<file path="src/rtl/rewind_queue_pkg.sv">
`default_nettype none
// ---------------------------------------------------------------------------
// rewind_pkg : shared types for the rewind_queue store undo buffer
// Rev 1.0
// ---------------------------------------------------------------------------
package rewind_pkg;

   typedef enum logic [0:0] {
      IDLE   = 1'b0,
      REPLAY = 1'b1
   } rewind_state_e;

   // Cache operation codes shared with the L1 data cache.
   localparam logic [2:0] NO_OP = 3'd0;
   localparam logic [2:0] LD    = 3'd1;
   localparam logic [2:0] ST    = 3'd2;
   localparam logic [2:0] RD    = 3'd3;
   localparam logic [2:0] WR    = 3'd4;
   localparam logic [2:0] INV   = 3'd5;
   localparam logic [2:0] UPD   = 3'd6;
   localparam logic [2:0] WR_LD = 3'd7;

   localparam int ENTRY_ADDR_W = 32;
   localparam int ENTRY_DATA_W = 32;
   localparam int ENTRY_TAG_W  = 10;

   // Entry layout for the default configuration.
   typedef struct packed {
      logic [ENTRY_ADDR_W-1:0] addr;
      logic [ENTRY_DATA_W-1:0] data;
      logic [1:0]              size;
      logic [ENTRY_TAG_W-1:0]  tag;
   } rewind_entry_t;

endpackage
`default_nettype wire

</file>
<file path="src/rtl/rewind_queue_if.sv">
`default_nettype none
// ---------------------------------------------------------------------------
// rewind_queue_if : cache-side alloc and replay handshake bundle
// Rev 1.0
// ---------------------------------------------------------------------------
interface rewind_queue_if #(
   parameter int ADDR_W = 32,
   parameter int DATA_W = 32,
   parameter int TAG_W  = 10
) ();
   logic              alloc_valid;
   logic [ADDR_W-1:0] addr_in;
   logic [DATA_W-1:0] data_repl;
   logic [1:0]        size_in;
   logic [TAG_W-1:0]  cache_ooo_tag_in;
   logic              rewind_full;
   logic              rewind_busy;
   logic              valid_rewind;
   logic              rewind_ready;
   logic [ADDR_W-1:0] addr_out;
   logic [DATA_W-1:0] data_out;
   logic [1:0]        size_out;
   logic [TAG_W-1:0]  cache_ooo_tag_out;

   // master = cache, slave = rewind queue
   modport master (
      output alloc_valid, addr_in, data_repl, size_in, cache_ooo_tag_in, rewind_ready,
      input  rewind_full, rewind_busy, valid_rewind,
             addr_out, data_out, size_out, cache_ooo_tag_out
   );

   modport slave (
      input  alloc_valid, addr_in, data_repl, size_in, cache_ooo_tag_in, rewind_ready,
      output rewind_full, rewind_busy, valid_rewind,
             addr_out, data_out, size_out, cache_ooo_tag_out
   );
endinterface
`default_nettype wire

</file>
<file path="src/rtl/rewind_queue_tag_cam.sv">
`default_nettype none
// ---------------------------------------------------------------------------
// rewind_tag_cam : DEPTH-wide tag compare producing the retire match vector
// Rev 1.0
// ---------------------------------------------------------------------------
module rewind_tag_cam
   import rewind_pkg::*;
#(
   parameter int DEPTH = 8,
   parameter int TAG_W = 10
) (
   input  logic [DEPTH-1:0][TAG_W-1:0] tags,
   input  logic [DEPTH-1:0]            entry_vld,
   input  logic [TAG_W-1:0]            key,
   input  logic                        key_vld,
   output logic [DEPTH-1:0]            match
);
   for (genvar i = 0; i < DEPTH; i++) begin : g_cmp
      assign match[i] = key_vld && entry_vld[i] && (tags[i] == key);
   end
endmodule
`default_nettype wire

</file>
<file path="src/rtl/rewind_queue.sv">
`default_nettype none
// ---------------------------------------------------------------------------
// rewind_queue : speculative-store undo buffer, youngest-first replay on resteer
// Optional macro REWIND_REPLAY_CNT_EN adds a saturating replay handshake count.
// Rev 1.0
// ---------------------------------------------------------------------------
module rewind_queue
   import rewind_pkg::*;
#(
   parameter int OOO_TAG_SIZE = 10,
   parameter int DEPTH        = 8,
   parameter int ADDR_W       = 32,
   parameter int DATA_W       = 32
) (
   input  logic                         clk,
   input  logic                         rst,
   input  logic [OOO_TAG_SIZE-1:0]      rob_ret_tag_in,
   input  logic                         rob_valid,
   input  logic                         rob_resteer,
   rewind_queue_if.slave                bus,
   output logic [$clog2(DEPTH+1)-1:0]   count
`ifdef REWIND_REPLAY_CNT_EN
   ,
   output logic [15:0]                  rewind_replay_cnt
`endif
);
   localparam int PTR_W = $clog2(DEPTH);
   localparam int CNT_W = $clog2(DEPTH+1);

   typedef struct packed {
      logic [ADDR_W-1:0]       addr;
      logic [DATA_W-1:0]       data;
      logic [1:0]              size;
      logic [OOO_TAG_SIZE-1:0] tag;
   } entry_t;

   rewind_state_e state_q, state_d;
   logic [PTR_W-1:0] head_q, head_d;
   logic [PTR_W-1:0] tail_q, tail_d;
   logic [DEPTH-1:0] vld_q, vld_d;
   logic [DEPTH-1:0] ret_q, ret_d;
   logic [CNT_W-1:0] count_q, count_d;
   entry_t           entry_q [DEPTH];
   entry_t           entry_d [DEPTH];

   logic [DEPTH-1:0][OOO_TAG_SIZE-1:0] tag_vec;
   logic [DEPTH-1:0] ret_match;
   logic [PTR_W-1:0] last_idx;
   logic [PTR_W-1:0] next_last;
   logic             full;
   logic             alloc_fire;
   logic             drain_fire;
   logic             pop_fire;
   logic             valid_rewind;

   for (genvar i = 0; i < DEPTH; i++) begin : g_tag
      assign tag_vec[i] = entry_q[i].tag;
   end

   rewind_tag_cam #(
      .DEPTH (DEPTH),
      .TAG_W (OOO_TAG_SIZE)
   ) u_cam (
      .tags      (tag_vec),
      .entry_vld (vld_q),
      .key       (rob_ret_tag_in),
      .key_vld   (rob_valid),
      .match     (ret_match)
   );

   assign last_idx     = tail_q - PTR_W'(1);
   assign full         = (count_q == CNT_W'(DEPTH));
   // A retired tail-1 ends the replay, so it is never presented.
   assign valid_rewind = (state_q == REPLAY) && vld_q[last_idx] && !ret_q[last_idx];
   assign pop_fire     = valid_rewind && bus.rewind_ready;
   assign alloc_fire   = bus.alloc_valid && !full && (state_q == IDLE);
   assign drain_fire   = (state_q == IDLE) && vld_q[head_q] && ret_q[head_q];

   always_comb begin
      state_d   = state_q;
      head_d    = head_q;
      tail_d    = tail_q;
      vld_d     = vld_q;
      entry_d   = entry_q;
      next_last = '0;
      // Retire is applied first so a same-cycle resteer excludes it.
      ret_d     = ret_q | ret_match;

      if (drain_fire) begin
         vld_d[head_q] = 1'b0;
         ret_d[head_q] = 1'b0;
         head_d        = head_q + PTR_W'(1);
      end

      if (alloc_fire) begin
         vld_d[tail_q]        = 1'b1;
         ret_d[tail_q]        = 1'b0;
         entry_d[tail_q].addr = bus.addr_in;
         entry_d[tail_q].data = bus.data_repl;
         entry_d[tail_q].size = bus.size_in;
         entry_d[tail_q].tag  = bus.cache_ooo_tag_in;
         tail_d               = tail_q + PTR_W'(1);
      end

      if (pop_fire) begin
         vld_d[last_idx] = 1'b0;
         ret_d[last_idx] = 1'b0;
         tail_d          = last_idx;
      end

      count_d = count_q + CNT_W'(alloc_fire) - CNT_W'(drain_fire) - CNT_W'(pop_fire);

      next_last = tail_d - PTR_W'(1);
      case (state_q)
         IDLE: begin
            if (rob_resteer && (|(vld_d & ~ret_d)))
               state_d = REPLAY;
         end
         REPLAY: begin
            if (!(vld_d[next_last] && !ret_d[next_last]))
               state_d = IDLE;
         end
         default: state_d = IDLE;
      endcase
   end

   always_ff @(posedge clk or posedge rst) begin
      if (rst) begin
         state_q <= IDLE;
         head_q  <= '0;
         tail_q  <= '0;
         vld_q   <= '0;
         ret_q   <= '0;
         count_q <= '0;
      end else begin
         state_q <= state_d;
         head_q  <= head_d;
         tail_q  <= tail_d;
         vld_q   <= vld_d;
         ret_q   <= ret_d;
         count_q <= count_d;
      end
   end

   // Payload storage needs no reset: every read is qualified by vld.
   always_ff @(posedge clk) begin
      entry_q <= entry_d;
   end

   assign bus.rewind_full       = full;
   assign bus.rewind_busy       = (state_q == REPLAY);
   assign bus.valid_rewind      = valid_rewind;
   assign bus.addr_out          = valid_rewind ? entry_q[last_idx].addr : '0;
   assign bus.data_out          = valid_rewind ? entry_q[last_idx].data : '0;
   assign bus.size_out          = valid_rewind ? entry_q[last_idx].size : '0;
   assign bus.cache_ooo_tag_out = valid_rewind ? entry_q[last_idx].tag  : '0;
   assign count                 = count_q;

`ifdef REWIND_REPLAY_CNT_EN
   logic [15:0] replay_cnt_q, replay_cnt_d;

   always_comb begin
      replay_cnt_d = replay_cnt_q;
      if (pop_fire && (replay_cnt_q != 16'hFFFF))
         replay_cnt_d = replay_cnt_q + 16'd1;
   end

   always_ff @(posedge clk or posedge rst) begin
      if (rst)
         replay_cnt_q <= '0;
      else
         replay_cnt_q <= replay_cnt_d;
   end

   assign rewind_replay_cnt = replay_cnt_q;
`endif

endmodule
`default_nettype wire

</file>
<file path="src/flat_wrapper.sv">
// flat-port wrapper written by rule: the top's interface ports become plain ports
module rewind_queue_flat import rewind_pkg::*;
#(
   parameter int OOO_TAG_SIZE = 10,
   parameter int DEPTH        = 8,
   parameter int ADDR_W       = 32,
   parameter int DATA_W       = 32
)
  (clk, rst, rob_ret_tag_in, rob_valid, rob_resteer, count, bus_alloc_valid, bus_addr_in, bus_data_repl, bus_size_in, bus_cache_ooo_tag_in, bus_rewind_ready, bus_rewind_full, bus_rewind_busy, bus_valid_rewind, bus_addr_out, bus_data_out, bus_size_out, bus_cache_ooo_tag_out);
  rewind_queue_if #(.ADDR_W(ADDR_W), .DATA_W(DATA_W), .TAG_W(10)) bus_i ();
  input  logic clk;
  input  logic rst;
  input  logic [OOO_TAG_SIZE-1:0] rob_ret_tag_in;
  input  logic rob_valid;
  input  logic rob_resteer;
  output logic [$clog2(DEPTH+1)-1:0] count;
  input wire logic [$bits(bus_i.alloc_valid)-1:0] bus_alloc_valid;
  input wire logic [$bits(bus_i.addr_in)-1:0] bus_addr_in;
  input wire logic [$bits(bus_i.data_repl)-1:0] bus_data_repl;
  input wire logic [$bits(bus_i.size_in)-1:0] bus_size_in;
  input wire logic [$bits(bus_i.cache_ooo_tag_in)-1:0] bus_cache_ooo_tag_in;
  input wire logic [$bits(bus_i.rewind_ready)-1:0] bus_rewind_ready;
  output wire logic [$bits(bus_i.rewind_full)-1:0] bus_rewind_full;
  output wire logic [$bits(bus_i.rewind_busy)-1:0] bus_rewind_busy;
  output wire logic [$bits(bus_i.valid_rewind)-1:0] bus_valid_rewind;
  output wire logic [$bits(bus_i.addr_out)-1:0] bus_addr_out;
  output wire logic [$bits(bus_i.data_out)-1:0] bus_data_out;
  output wire logic [$bits(bus_i.size_out)-1:0] bus_size_out;
  output wire logic [$bits(bus_i.cache_ooo_tag_out)-1:0] bus_cache_ooo_tag_out;
  assign bus_i.alloc_valid = bus_alloc_valid;
  assign bus_i.addr_in = bus_addr_in;
  assign bus_i.data_repl = bus_data_repl;
  assign bus_i.size_in = bus_size_in;
  assign bus_i.cache_ooo_tag_in = bus_cache_ooo_tag_in;
  assign bus_i.rewind_ready = bus_rewind_ready;
  assign bus_rewind_full = bus_i.rewind_full;
  assign bus_rewind_busy = bus_i.rewind_busy;
  assign bus_valid_rewind = bus_i.valid_rewind;
  assign bus_addr_out = bus_i.addr_out;
  assign bus_data_out = bus_i.data_out;
  assign bus_size_out = bus_i.size_out;
  assign bus_cache_ooo_tag_out = bus_i.cache_ooo_tag_out;
  rewind_queue #(.OOO_TAG_SIZE(OOO_TAG_SIZE), .DEPTH(DEPTH), .ADDR_W(ADDR_W), .DATA_W(DATA_W)) u_core (.clk(clk), .rst(rst), .rob_ret_tag_in(rob_ret_tag_in), .rob_valid(rob_valid), .rob_resteer(rob_resteer), .bus(bus_i), .count(count));
endmodule
</file>
<file path="config.mk">
export PLATFORM = sky130hd
export DESIGN_NAME = rewind_queue_flat
export DESIGN_NICKNAME = d
export VERILOG_FILES = /design/src/rtl/rewind_queue_pkg.sv /design/src/rtl/rewind_queue_if.sv /design/src/rtl/rewind_queue_tag_cam.sv /design/src/rtl/rewind_queue.sv /design/src/flat_wrapper.sv
export SDC_FILE = /design/constraint.sdc
export NUM_CORES = 1
export LEC_CHECK = 0
export ABC_AREA = 0
export CAP_MARGIN = 30
export CORE_MARGIN = 2
export CORE_UTILIZATION = 60
export DETAILED_ROUTE_END_ITERATION = 8
export GPL_TIMING_DRIVEN = 0
export PLACE_DENSITY = 0.84
export SYNTH_ARGS = -nofsm -noshare
export SYNTH_HDL_FRONTEND = slang
export SYNTH_HIERARCHICAL = 1
export SYNTH_SLANG_ARGS = --single-unit
export TNS_END_PERCENT = 100
</file>
<file path="constraint.sdc">
create_clock -name clk -period 17.2 [get_ports clk]
set_input_delay 3.44 -clock clk [delete_from_list [all_inputs] [get_ports clk]]
set_output_delay 3.44 -clock clk [all_outputs]
set_load 0.1 [all_outputs]
</file>
==> results of run 1 <==
## final timing paths
| kind | from | endpoint | cells past startpoint |
|---|---|---|---|
| max | u_core/tail_q[0] | bus_data_out[17] | 15 |
| min | u_core/count[3] | u_core/count[3] | 2 |
| max reg2reg | u_core/tail_q[0] | u_core/bus.rewind_busy | 19 |
| min reg2reg | u_core/count[3] | u_core/count[3] | 2 |
| max in group asynchronous | rst | u_core/head_q[0] | 3 |
| min in group asynchronous | rst | u_core/count[3] | 2 |
## through the flow
step,util,hold WS [ns],setup TNS [ns],setup WS [ns],cell area [um^2]
5_1_grt,0.722,0.635,0,5.11,31900
3_3_place_gp,0.663,0.571,-0.161,-0.161,29300
3_5_place_dp,0.677,0.603,0,6.25,29900
2_1_floorplan,-,0.544,0,6.79,26900
6_report,0.722,0.602,0,5.05,31900
4_1_cts,0.720,0.611,0,5.52,31900
## registers in the layout, summed over array words and instances (netlist names)
name                    cells
u_core/ret_q                8
u_core/vld_q                8
u_core/entry_q            608
u_core/head_q               3
u_core/count                4
u_core/tail_q               3
u_core/bus.rewind_busy      1
## layout make-up
| type | count | area (um^2) | share of cell area |
|---|---|---|---|
| antenna | 8 | 20.0 | 0.000627 |
| buffer | 119 | 554 | 0.0174 |
| clock buffer | 74 | 1580 | 0.0493 |
| clock inverter | 35 | 358 | 0.0112 |
| inverter | 25 | 103 | 0.00321 |
| multi-input combinational | 972 | 7370 | 0.231 |
| sequential | 635 | 18900 | 0.593 |
| tap | 592 | 741 | 0.0232 |
| timing repair buffer | 207 | 2280 | 0.0715 |
## routing by layer
layer / GRT usage / wire length, um / vias up
met5: 0 / 16 / -
met3: 0.0856 / 9740 / 313
met4: 0.184 / 4430 / 2
met1: 0.437 / 27200 / 8796
li1: - / - / 7292
met2: 0.515 / 36300 / 1462
## synthesized netlist by cell type, types with 3 or more instances
cell | instances | area share
edfxtp_1 | 608 | 0.68
nand2_1 | 158 | 0.022
and2_1 | 84 | 0.020
clkbuf_1 | 80 | 0.011
nor2_1 | 80 | 0.011
xnor2_1 | 80 | 0.026
mux4_2 | 73 | 0.061
nor3_1 | 60 | 0.011
a21oi_1 | 58 | 0.011
mux2i_1 | 49 | 0.018
nand3_1 | 36 | 0.0067
o22ai_1 | 30 | 0.0070
o21ai_0 | 28 | 0.0052
dfrtp_1 | 27 | 0.025
inv_1 | 22 | 0.0031
o221ai_1 | 22 | 0.0072
or3_1 | 19 | 0.0044
o31ai_1 | 18 | 0.0050
a211oi_1 | 17 | 0.0047
buf_1 | 17 | 0.0024
nor4_1 | 17 | 0.0039
mux2_2 | 16 | 0.0067
a31oi_1 | 15 | 0.0035
and3_1 | 13 | 0.0030
o311a_1 | 10 | 0.0037
buf_2 | 9 | 0.0017
nand4_1 | 9 | 0.0021
o211ai_1 | 9 | 0.0025
o31a_1 | 9 | 0.0029
buf_6 | 8 | 0.0033
ha_1 | 8 | 0.0037
nor3b_1 | 6 | 0.0017
a311oi_1 | 4 | 0.0013
nand2b_1 | 3 | 0.00070
xor2_1 | 3 | 0.00098
## worst max-delay path, cell delays in order (launching register included)
cell and delay, ns:
dfrtp_1 0.40, buf_6 0.15, clkbuf_8 0.17, inv_1 0.13
clkbuf_1 0.62, clkbuf_1 0.62, clkbuf_1 0.77, ha_1 0.31
clkbuf_8 0.19, clkbuf_1 0.44, buf_1 0.85, clkbuf_1 0.76
clkbuf_1 0.65, a21oi_1 0.24, a211oi_1 0.51, clkdlybuf4s50_1 1.24
## cells by family (layout without fill, tap and decap cells)
| group | Yosys count | in the layout | synth area share |
|---|---|---|---|
| fa+ha+maj | 10 | 10 | 0.00520 |
| compound gates | 239 | 239 | 0.0618 |
| mux | 138 | 138 | 0.0859 |
| flops | 635 | 635 | 0.703 |
| simple gates | 498 | 498 | 0.0904 |
| other cells | 0 | 8 | 0 |
| xor+xnor | 87 | 87 | 0.0297 |
| buf+inv | 144 | 460 | 0.0241 |
==> impl_metrics.csv, run 1 <==
group,metric,value,unit
placed_design,routabilityCongestion,0.943,
clock_tree,cts_buffers,60,
grt,antenna_found_initial,7,
synthesis,ys_warn_count,6,
synthesis,synth_cell_types,72,
critical_path,reg2reg_setup_slack,10.25,ns
synthesis,syn_area,0.0269,mm^2
route,vias,17865,
synthesis,synthFlopType,"edfxtp_1",
clock_tree,cts_sinks,635,
clock_tree,cts_tree,"built",
placed_design,hpwlAfterDp,49900,um
timing,worst_pin_slew,1.11,ns
critical_path,cp.required,13.76,ns
clock_tree,insertion_delay,0.63,ns
die,fp.dieW,216,um
die,initial_core_util,0.609,
cells_and_area,layout-drive-gt1-share,0.129,
clock_tree,hold_buffers,0,
critical_path,crit_type,"reg -> out",
timing,max_freq,82.3,MHz
die,core.rowCount,77,
cells_and_area,area_growth,18.6,%
placed_design,portBuffers,163,
outcome,run_status,"finished clean",
clock_tree,cts_resized,0,
synthesis,synthCells,1751,
cells_and_area,final_common_cell,"edfxtp_1",
die,chipHeight,216,um
grt,gr-usage-all-layers,0.333,
synthesis,ys_async_sr_fraction,0.0425,
critical_path,arrival,8.71,ns
cells_and_area,final_nets,2122,
die,die_area,0.0466,mm^2
die,core,0.0442,mm^2
route,via_per_inst,6.70,
timing,period_needed,12.15,ns
timing,min_period_over_period,0.707,
worst_hold_path,hp-class,"reg -> reg",
route,first_pass_iters,6,
critical_path,endpoint_kind,"primary output",
clock_tree,htree_levels,2,
cells_and_area,finalNonFillerCells,2667,
synthesis,syn_area_per_cell,15.4,um^2
route,drc,0,
synthesis,ys_seq_elements,635,
timing,slew_viol_final,0,
clock_tree,clk_pin_slew_worst_paths,0.06,ns
placed_design,dp.cells,2545,
synthesis,synth_seq_area_share,0.703,
route,routed_wl,77700,um
cells_and_area,layout_common_cells,"608 x edfxtp_1, 163 x clkdlybuf4s50_1, 158 x nand2_1, 93 x clkbuf_1, 82 x and2_1",
route,routedWlPerCell,29.1,um
timing,finalHoldViolations,0,
grt,grt_pass1_vias,17868,
grt,grt_first_pass_wirelength,113000,um
grt,gr-total-overflow,0,
route,ant_nets,0,
flow_run,maxCapViolCount,0,
critical_path,crit_fanout,10,
critical_path,start_kind,"flop",
timing,skew,0.0117,ns
timing,grt_setup_unrepaired,"no",
clock_tree,clock_path_buffers,3,
die,io_pins,175,
timing,slew_headroom,0.260,
synthesis,synth_nets,1853,
grt,grt_max_degree,56,
route,drtIter0Drc,2818,
timing,setup_viol,0,
cells_and_area,fill_cells,2584,
clock_tree,post-cts-setup-buffers,0,
synthesis,synth_edf_count,608,
clock_tree,clockRootBuffer,"clkbuf_16",
Power of run 1 is not shown: default switching activity piles up to over one toggle a cycle in this logic, so the estimate is an artifact.
==> run 2, diff against run 1 <==
--- a/config.mk
+++ b/config.mk
@@ -8,10 +8,10 @@
 export ABC_AREA = 0
 export CAP_MARGIN = 30
 export CORE_MARGIN = 2
-export CORE_UTILIZATION = 60
+export CORE_UTILIZATION = 59
 export DETAILED_ROUTE_END_ITERATION = 8
 export GPL_TIMING_DRIVEN = 0
-export PLACE_DENSITY = 0.84
+export PLACE_DENSITY = 0.83
 export SYNTH_ARGS = -nofsm -noshare
 export SYNTH_HDL_FRONTEND = slang
 export SYNTH_HIERARCHICAL = 1
==> constraint.sdc (replaced) <==
create_clock -name clk -period 12.7 [get_ports clk]
set_input_delay 2.54 -clock clk [delete_from_list [all_inputs] [get_ports clk]]
set_output_delay 2.54 -clock clk [all_outputs]
set_load 0.1 [all_outputs]
==> run 2 against run 1 <==
Sequential cell count unchanged. Die area up 1.7%. Core utilization down 1.5 points. Count of clock-buffer cells in the layout down 3. Global-route usage down 0.81 points.
==> impl_metrics.csv, run 2 (synthesis results as in run 1) <==
group,metric,value,unit
outcome,run_status,"finished clean",
cells_and_area,final_nets,2122,
route,drtIter0Drc,2538,
timing,finalHoldViolations,0,
timing,worst_pin_slew,1.18,ns
clock_tree,insertion_delay,0.63,ns
clock_tree,clockRootBuffer,"clkbuf_16",
placed_design,hpwlAfterDp,48900,um
die,core,0.0452,mm^2
timing,slew_viol_final,0,
cells_and_area,largestRegisters,"u_core/entry_q x608, u_core/ret_q x8, u_core/vld_q x8",
critical_path,crit_fanout,10,
die,core.rowCount,78,
cells_and_area,area_growth,18.6,%
cells_and_area,layout-drive-gt1-share,0.129,
route,ant_nets,0,
timing,fin_setup_tns,0,ns
cells_and_area,multiInputGateArea,0.00737,mm^2
placed_design,routabilityCongestion,0.999,
grt,gr-usage-all-layers,0.325,
clock_tree,hold_buffers,0,
timing,min_period_over_period,0.880,
timing,skew,0.0260,ns
die,io_pins,175,
route,first_pass_iters,6,
critical_path,start_kind,"flop",
clock_tree,htree_levels,2,
cells_and_area,fill_cells,2718,
route,routed_wl,76300,um
grt,gr-total-overflow,0,
worst_hold_path,hp-class,"reg -> reg",
clock_tree,cts_sinks,635,
cells_and_area,final_common_cell,"edfxtp_1",
worst_hold_path,min_to,"u_core/count[3]",
clock_tree,cts_buffers,60,
cells_and_area,layout_common_cells,"608 x edfxtp_1, 163 x clkdlybuf4s50_1, 158 x nand2_1, 90 x clkbuf_1, 82 x and2_1",
timing,grt_setup_unrepaired,"no",
critical_path,endpoint_kind,"primary output",
cells_and_area,register_area,0.0189,mm^2
die,chipHeight,218,um
cells_and_area,largest_register_ffs,608,
cells_and_area,max_flop_register,"u_core/entry_q",
critical_path,reg2reg_from,"u_core/tail_q[0]",
timing,period_needed,11.18,ns
critical_path,rr_endpoint,"u_core/bus.rewind_busy",
route,routedWlPerCell,28.6,um
flow_run,maxCapViolCount,0,
critical_path,rr_worst_depth,20,
grt,grt_pass1_vias,17916,
route,via_per_inst,6.61,
clock_tree,clk_pin_slew_worst_paths,0.06,ns
clock_tree,clock_path_buffers,3,
worst_hold_path,min_from,"u_core/count[3]",
worst_hold_path,hold_path_depth,2,
die,initial_core_util,0.596,
critical_path,arrival,8.64,ns
clock_tree,post-cts-setup-buffers,0,
route,vias,17655,
route,drc,0,
grt,antenna_found_initial,9,
grt,grt_first_pass_wirelength,112000,um
clock_tree,cts_resized,0,
timing,setup_viol,0,
timing,slew_headroom,0.214,
die,fp.dieW,218,um
die,die_area,0.0474,mm^2
clock_tree,cts_tree,"built",
grt,grt_max_degree,56,
critical_path,crit_type,"reg -> out",
placed_design,portBuffers,163,
timing,max_freq,89.4,MHz
critical_path,cp.required,10.16,ns
critical_path,reg2reg_setup_slack,6.02,ns
run 2: cell types whose count changed in the layout (fill, tap and decap cells not counted), moves of 2 or more:
cell and delta:
clkinv_1 +3, buf_8 -2, buf_6 +5, diode_2 -4
buf_4 -3, clkbuf_1 -3
run 2: through the flow:
step | hold slack (ns) | std cells | util | setup slack (ns) | cell area, um^2
final | 0.596 | 2671 | 0.707 | 1.52 | 32000
after global routing | 0.636 | 2671 | 0.707 | 1.54 | 32000
after CTS | 0.591 | 2664 | 0.706 | 1.93 | 31900
after detailed placement | 0.583 | 2555 | 0.663 | 2.68 | 29900
after global placement | 0.573 | 2514 | 0.649 | -3.41 | 29300
after floorplan | 0.544 | 1751 | - | 3.19 | 26900
run 2: worst max path at each step:
stage | slack (ns) | start | to | cells past startpoint
6_report | 1.52 | u_core/tail_q[0] | bus_cache_ooo_tag_out[2] | 15
5_1_grt | 1.54 | u_core/tail_q[0] | bus_data_out[17] | 15
4_1_cts | 1.93 | u_core/tail_q[0] | bus_data_out[17] | 15
3_3_place_gp | -3.41 | bus_alloc_valid | u_core/bus.rewind_busy | 10
3_5_place_dp | 2.68 | u_core/tail_q[0] | bus_data_out[17] | 15
2_1_floorplan | 3.19 | bus_alloc_valid | u_core/bus.rewind_busy | 9
run 2: cell type report:
cell class              count  share of cell area
clock buffers              71              0.0489
clock inverters            38              0.0123
well taps                 600              0.0235
plain buffers             119              0.0173
diodes                      4            0.000313
multi-input cells         972               0.231
repair buffers            207              0.0713
flip-flops and latches    635               0.592
inverters                  25             0.00321
run 2: metal layers:
layer	vias to the layer above	part of all wire	track usage
met1	8724	0.36	0.428
met5	-	0.00030	0
met4	4	0.059	0.197
li1	7291	-	-
met2	1365	0.46	0.496
met3	271	0.12	0.0781
run 2: critical path, cell delays in order (launching register included):
cell and delay [ns]:
dfrtp_1 0.40, buf_6 0.15, clkbuf_8 0.17, inv_1 0.10
clkbuf_1 0.62, clkbuf_1 0.66, clkbuf_1 0.77, ha_1 0.31
clkbuf_8 0.19, clkbuf_1 0.44, buf_1 0.74, clkbuf_1 0.78
clkbuf_1 0.64, a21oi_1 0.14, a211oi_1 0.60, clkdlybuf4s50_1 1.26
Power of run 2 is left out for the same reason.
